[config.mk]
export PLATFORM = sky130hd
export DESIGN_NAME = dmem_bus_ctrl
export DESIGN_NICKNAME = d
export VERILOG_FILES = /design/src/rtl/dmem_bus_ctrl.sv
export SDC_FILE = /design/constraint.sdc
export NUM_CORES = 1
export LEC_CHECK = 0
export ABC_CLOCK_PERIOD_IN_PS = 2100
export BUFFER_PORTS_ARGS = -buffer_cell sky130_fd_sc_hd__buf_2
export CORE_MARGIN = 2
export CORE_UTILIZATION = 25
export DETAILED_ROUTE_END_ITERATION = 16
export GPL_ROUTABILITY_DRIVEN = 0
export MAX_ROUTING_LAYER = met4
export RECOVER_POWER = 25
export SLEW_MARGIN = 30
export SYNTH_ARGS = -nofsm -noshare
export SYNTH_HDL_FRONTEND = slang
export SYNTH_SLANG_ARGS = --single-unit
export TNS_END_PERCENT = 10
[constraint.sdc]
create_clock -name clk -period 2.1 [get_ports clk]
set_clock_uncertainty 0.1 [all_clocks]
set_input_delay 0.21 -clock clk [delete_from_list [all_inputs] [get_ports clk]]
set_output_delay 0.21 -clock clk [all_outputs]
set_load 0.05 [all_outputs]
[src/rtl/dmem_bus_ctrl.sv]
// Data-memory bus controller: turns a core load/store request into one bus cycle
// on a DAD/DDT bus with ACKD_n handshake, lane steering, extension and a wait timeout.
module dmem_bus_ctrl #(
    parameter int unsigned TIMEOUT = 16
) (
    input  logic        clk,
    input  logic        rst,
    input  logic        req,
    input  logic        we,
    input  logic [1:0]  size,
    input  logic        sgn,
    input  logic [31:0] addr,
    input  logic [31:0] wdata,
    output logic [31:0] rdata,
    output logic        stall,
    output logic        done,
    output logic        err,
    output logic [31:0] DAD,
    output logic        MREQ,
    output logic        WRITE,
    output logic [1:0]  SIZE,
    output logic [31:0] DDT_out,
    output logic        DDT_oe,
    input  logic [31:0] DDT_in,
    input  logic        ACKD_n
);

    localparam int unsigned CNT_W = (TIMEOUT > 1) ? $clog2(TIMEOUT) : 1;
    localparam logic [CNT_W-1:0] CNT_LAST = CNT_W'(TIMEOUT - 1);

    typedef enum logic [1:0] {
        IDLE = 2'd0,
        BUS  = 2'd1,
        DONE = 2'd2,
        ERR  = 2'd3
    } state_e;

    state_e state_q, state_d;

    logic [CNT_W-1:0] cnt_q, cnt_d;
    logic [31:0]      addr_q, addr_d;
    logic             we_q, we_d;
    logic [1:0]       size_q, size_d;
    logic             sgn_q, sgn_d;
    logic [31:0]      lanes_q, lanes_d;
    logic [31:0]      rdata_q, rdata_d;
    logic             mreq_q, mreq_d;
    logic             write_q, write_d;
    logic             done_q, done_d;
    logic             err_q, err_d;

    logic        misaligned;
    logic        accept;
    logic [7:0]  byte_sel;
    logic [15:0] half_sel;
    logic [31:0] load_data;
    logic [31:0] store_lanes;

    assign misaligned = ((size == 2'b01) && addr[0])
                     || ((size == 2'b10) && (addr[1:0] != 2'b00))
                     ||  (size == 2'b11);

    assign accept = (state_q == IDLE) && req && !misaligned;

    // Stores place the same data on every lane the addressed unit may use.
    always_comb begin
        case (size)
            2'b00:   store_lanes = {4{wdata[7:0]}};
            2'b01:   store_lanes = {2{wdata[15:0]}};
            default: store_lanes = wdata;
        endcase
    end

    always_comb begin
        case (addr_q[1:0])
            2'd0:    byte_sel = DDT_in[7:0];
            2'd1:    byte_sel = DDT_in[15:8];
            2'd2:    byte_sel = DDT_in[23:16];
            default: byte_sel = DDT_in[31:24];
        endcase
        half_sel = addr_q[1] ? DDT_in[31:16] : DDT_in[15:0];
    end

    always_comb begin
        case (size_q)
            2'b00:   load_data = sgn_q ? {{24{byte_sel[7]}}, byte_sel}
                                       : {24'd0, byte_sel};
            2'b01:   load_data = sgn_q ? {{16{half_sel[15]}}, half_sel}
                                       : {16'd0, half_sel};
            default: load_data = DDT_in;
        endcase
    end

    // NOTE: state and all registers update with non-blocking assignments so every
    // flop samples pre-edge values; reset is synchronous and overrides everything.
    always_ff @(posedge clk) begin
        if (rst) begin
            state_q <= IDLE;
        end else begin
            state_q <= state_d;
        end
    end

    // NOTE: every combinational output gets a default before the case so no path
    // leaves a signal unassigned and infers a latch.
    always_comb begin
        state_d = state_q;
        case (state_q)
            IDLE: begin
                if (req) begin
                    state_d = misaligned ? ERR : BUS;
                end
            end
            BUS: begin
                if (!ACKD_n) begin
                    state_d = DONE;
                end else if (cnt_q == CNT_LAST) begin
                    state_d = ERR;
                end
            end
            DONE:    state_d = IDLE;
            ERR:     state_d = IDLE;
            default: state_d = IDLE;
        endcase
    end

    // Bus-facing and handshake outputs are computed from the next state and
    // registered, so they change exactly with the state they belong to.
    always_comb begin
        addr_d  = addr_q;
        we_d    = we_q;
        size_d  = size_q;
        sgn_d   = sgn_q;
        lanes_d = lanes_q;
        rdata_d = rdata_q;
        cnt_d   = '0;

        if (accept) begin
            addr_d  = addr;
            we_d    = we;
            size_d  = size;
            sgn_d   = sgn;
            lanes_d = store_lanes;
        end

        if ((state_q == BUS) && (state_d == BUS)) begin
            cnt_d = cnt_q + 1'b1;
        end

        if ((state_q == BUS) && !ACKD_n && !we_q) begin
            rdata_d = load_data;
        end

        mreq_d  = (state_d == BUS);
        write_d = (state_d == BUS) && we_d;
        done_d  = (state_d == DONE) || (state_d == ERR);
        err_d   = (state_d == ERR);
    end

    always_ff @(posedge clk) begin
        if (rst) begin
            cnt_q   <= '0;
            addr_q  <= '0;
            we_q    <= 1'b0;
            size_q  <= 2'b00;
            sgn_q   <= 1'b0;
            lanes_q <= '0;
            rdata_q <= '0;
            mreq_q  <= 1'b0;
            write_q <= 1'b0;
            done_q  <= 1'b0;
            err_q   <= 1'b0;
        end else begin
            cnt_q   <= cnt_d;
            addr_q  <= addr_d;
            we_q    <= we_d;
            size_q  <= size_d;
            sgn_q   <= sgn_d;
            lanes_q <= lanes_d;
            rdata_q <= rdata_d;
            mreq_q  <= mreq_d;
            write_q <= write_d;
            done_q  <= done_d;
            err_q   <= err_d;
        end
    end

    assign stall   = (state_q == BUS) || ((state_q == IDLE) && req);
    assign rdata   = rdata_q;
    assign done    = done_q;
    assign err     = err_q;
    assign DAD     = addr_q;
    assign MREQ    = mreq_q;
    assign WRITE   = write_q;
    assign SIZE    = size_q;
    assign DDT_out = lanes_q;
    assign DDT_oe  = write_q;

endmodule

## After elaboration in Yosys (flattened, before gate mapping)

Index checks and enable logic that the tools add are counted.

| storage, ports and cells | value |
|---|---|
| bits in registers | 110 |
| input bits | 104 |
| output and inout bits | 104 |

| cells by class | value |
|---|---|
| add/sub/neg operators | 1 |
| equal/unequal tests | 13 |
| muxes and demuxes | 12 |
| bitwise operators | 1 |
| reduce and logical (&&, ||, !) cells | 22 |

Operators by type and width:

| operator | count |
|---|---|
| $pmux 32 s2 | 2 |
| $mux 32 | 2 |
| $pmux 8 s3 | 1 |
| $mux 16 | 1 |
| $eq 2x2->1 const B | 7 |
| $eq 2x1->1 const B | 5 |
| $logic_and 1x1->1 | 8 |
| $logic_not 2->1 | 4 |
| $mux 2 | 4 |
| $pmux 2 s3 | 1 |
| $add 4x1->4 const B | 1 |
| $eq 4x4->1 const B | 1 |
| $logic_or 1x1->1 | 4 |
| $reduce_or 2->1 | 2 |
| $logic_not 1->1 | 3 |
| $reduce_bool 2->1 | 1 |
| $mux 1 | 1 |
| $not 1->1 | 1 |

## Logic depth before layout (Yosys ltp)

| depth | value |
|---|---|
| depth after elaboration | 11 |
| depth in mapped cells | 7 |
| gate-level depth less buffers | 5 |

## Least setup slack after synthesis

No wires, ideal clock.

| path | value |
|---|---|
| path kind | register to register |
| start point | reg addr_q[1] (netlist: DAD[1]) |
| end point | reg rdata_q[20] (netlist: rdata[20]) |
| arrival | 1.841 ns |
| data required time | 1.866 ns |
| path slack | 0.025 ns |
| cell stages (with the launch flop) | 5 |
| buffers on the path | 1 |
| clock period less this slack | 2.075 ns |
| cell sequence | dfxtp_1 -> mux4_2 -> a31oi_2 -> buf_4 -> a211oi_1 |

| between the ends | value |
|---|---|
| cells in the longest elaborated chain, start to end | 4 |
| elaborated cells between the ends (all ways) | 8 |

RTL lines:

| what | RTL line | text |
|---|---|---|
| start: declaration | 41 | `logic [31:0] addr_q, addr_d;` |
| start signal: assignment | 175 | `addr_q <= addr_d;` |
| $eq 2x2->1, or another cell as far along | 75 | `case (addr_q[1:0])` |
| $pmux 8 s3 | 75 |  |
| $mux 32 | 86 | `2'b00: load_data = sgn_q ? {{24{byte_sel[7]}}, byte_sel}` |
| $pmux 32 s2 * | 85 | `case (size_q)` |
| end signal: assignment | 180 | `rdata_q <= rdata_d;` |
| end: declaration | 46 | `logic [31:0] rdata_q, rdata_d;` |

Every way passes the cells marked *; elsewhere a longest branch is shown, timed or not.
A chain may end at the register's enable or synchronous reset.

## Worst setup path in the final report

| path | value |
|---|---|
| start point | reg addr_q[1] (netlist: DAD[1]) |
| end point | reg rdata_q[24] (netlist: rdata[24]) |

Same word-level chain as after synthesis.

==> impl_metrics.json <==
{
  "tightest_slew_ns": 0.657,
  "cts_buffers": 9,
  "htreeDepth": 3,
  "fin_total_pwr_mw": 5.32,
  "wire_per_inst_um": 14.7,
  "cts.sinks": 110,
  "vias": 4808,
  "syn_nets": 678,
  "final_cell_mix": "buf_2 (155), nand2_1 (137), dfxtp_1 (110), nor2_1 (58), a21oi_1 (58)",
  "p_leak_nw": 2.59,
  "r2r-start": "DAD[1]",
  "syn_area_per_cell_um2": 8.45,
  "cts_tree": "built",
  "grt_pass1_wl_um": 24000,
  "routed_wirelength_um": 15500,
  "grt_use_total_pct": 15.3,
  "pre_cts_slack_ns": 0.332,
  "r2r_setup_slack_ns": 0.37,
  "crit_slowest_cell": "mux4_2",
  "final_antenna_net_count": 0,
  "core_area_um2": 18800,
  "die_x_um": 143,
  "critPathKind": "flop to flop",
  "start_util_pct": 25.7,
  "rsz0062_at_grt": "no",
  "critPathCapture": "rdata[24]",
  "path_clk_slew_ns": 0.08,
  "cap_violations": 0,
  "crit_start": "DAD[1]",
  "synth-seq-cells": 110,
  "overflow": 0,
  "place_area_um2": 6090,
  "setup_ws_ns": 0.367,
  "crit_chain": "mux4_2, a31oi_2, buf_4, a211oi_1",
  "layout_commonest_cell": "buf_2",
  "netlist_instances": 573,
  "maxSlewHeadroom_pct": 56.4,
  "n_antenna_cell": 0,
  "cp-start-kind": "flop",
  "final_cells": 1054,
  "cp_max_fo": 16,
  "grt_max_degree": 73,
  "post-route-util_pct": 35.1,
  "drtIter0Drc": 237,
  "period_share_pct": 82.5,
  "antenna_found_initial": 0,
  "die_area_um2": 20500,
  "end_kind": "flop",
  "cp.required_ns": 2.22,
  "clk_latency_ns": 0.35,
  "yosysWarnings": 0,
  "area_growth_pct": 36.6,
  "fin_nets": 894,
  "hpwl_um": 11000,
  "timing.hold.ws_ns": 0.0156,
  "portBuffers": 207,
  "r2r_cells": 4,
  "hp-class": "input port to flop",
  "p_per_area_nw_per_um2": 803,
  "ys_types": 43,
  "via_per_inst": 4.56,
  "async_reset_ff_share_pct": 0,
  "layout-drive-gt1-share_pct": 27.6,
  "peakVddDrop_mv": 0.431,
  "rows": 50,
  "syn_area_um2": 4840,
  "ioPinCount": 208,
  "post_cts_buffers": 0,
  "clockBufferDepth": 2,
  "hold_viol": 0,
  "final_area_um2": 6620,
  "status": "finished, final reports clean",
  "cts_root_buffer": "clkbuf_16",
  "drtPass1Iterations": 4,
  "drc": 0,
  "cts_resized": 0,
  "cp_slowest_stage_delay_ns": 0.53,
  "dp_cells": 1009,
  "fmax_ghz": 0.577,
  "post-route-min-period_ns": 1.73,
  "synth_edf_count": 0,
  "die_y_um": 143,
  "setup_viol": 0,
  "totalNegativeSetupSlack_ns": 0,
  "regToRegEndpoint": "rdata[24]",
  "ys_seq_area_share_pct": 45.5,
  "arrival_ns": 1.85,
  "ys.flop_type": "dfxtp_1",
  "grt_pass1_vias": 4594,
  "final_max_slew_viol_count": 0
}
Yosys cell counts, drive strengths merged, types with 2 or more instances:
master  number  area share, %
a211oi      41            7.5
a21oi       63            6.9
a22oi        2           0.31
a311oi       7            1.3
a31o         7            1.3
a32oi        7            1.3
buf         28            4.6
clkbuf      21            1.6
dfxtp      110             45
inv          4           0.31
mux2i       24            5.0
mux4         2           0.93
nand2      137             11
nand2b       3           0.39
nand3       18            1.9
nand3b       7            1.1
nor2        59            4.6
nor2b        2           0.26
nor3         5           0.62
o21ai       10            1.0
critical path: cells and delay by family, from the launching register on:
family | cells | cell delay, ns
buffers and inverters | 1 | 0.24
AOI/OAI and AO/OA | 2 | 0.29
DFF | 1 | 0.43
muxes | 1 | 0.53
power breakdown:
group / total (mW) / internal [mW] / leakage (nW) / switching [mW]
Combinational: 1.25 / 0.371 / 1.55 / 0.880
Clock: 1.78 / 0.947 / 0.146 / 0.835
Sequential: 2.28 / 2.21 / 0.897 / 0.0708
Total: 5.32 / 3.53 / 2.59 / 1.79
worst min-delay path by stage:
stage,startpoint,to,cells past startpoint
3_3_place_gp,cnt_q[0],cnt_q[0],1
6_report,addr[22],DAD[22],3
3_5_place_dp,cnt_q[0],cnt_q[0],1
5_1_grt,addr[22],DAD[22],3
2_1_floorplan,addr[1],DAD[1],2
4_1_cts,we,we_q,3
state kept, by name, indices dropped and copies added, names as in the netlist, 2 cells and up:
signal / count
DAD: 32
DDT_out: 32
rdata: 32
cnt_q: 4
SIZE: 2
state_q: 2
cell families after synthesis:
logic type / Yosys count / synth area share, %
compound gates: 143 / 21.1
xor+xnor: 2 / 0.362
fa+ha+maj: 1 / 0.258
buf+inv: 54 / 6.64
flops: 110 / 45.5
mux: 26 / 5.89
simple gates: 237 / 20.3
repair_timing:
item                                   CTS  global route
endpoints found under the hold margin   29             0
setup endpoints to repair                0             0
hold buffers                            29             0
metal layers:
metal | vias to the layer above | global-route usage, % | part of all wire (%) | wire, um
met5 | - | - | 0 | 0
met4 | 0 | 4.43 | 1.7 | 257
met3 | 26 | 3.62 | 5.8 | 906
met2 | 159 | 23.0 | 46 | 7130
met1 | 2202 | 20.6 | 47 | 7220
li1 | 2421 | - | - | -
cell type report:
cell class	count	area, um^2
repair buffers	254	1440
clock inverters	6	75.1
multi-input cells	409	2330
flip-flops and latches	110	2200
inverters	5	18.8
well taps	260	325
clock buffers	10	229
fillers	2007	12200
(Power assumes the default switching activity.)
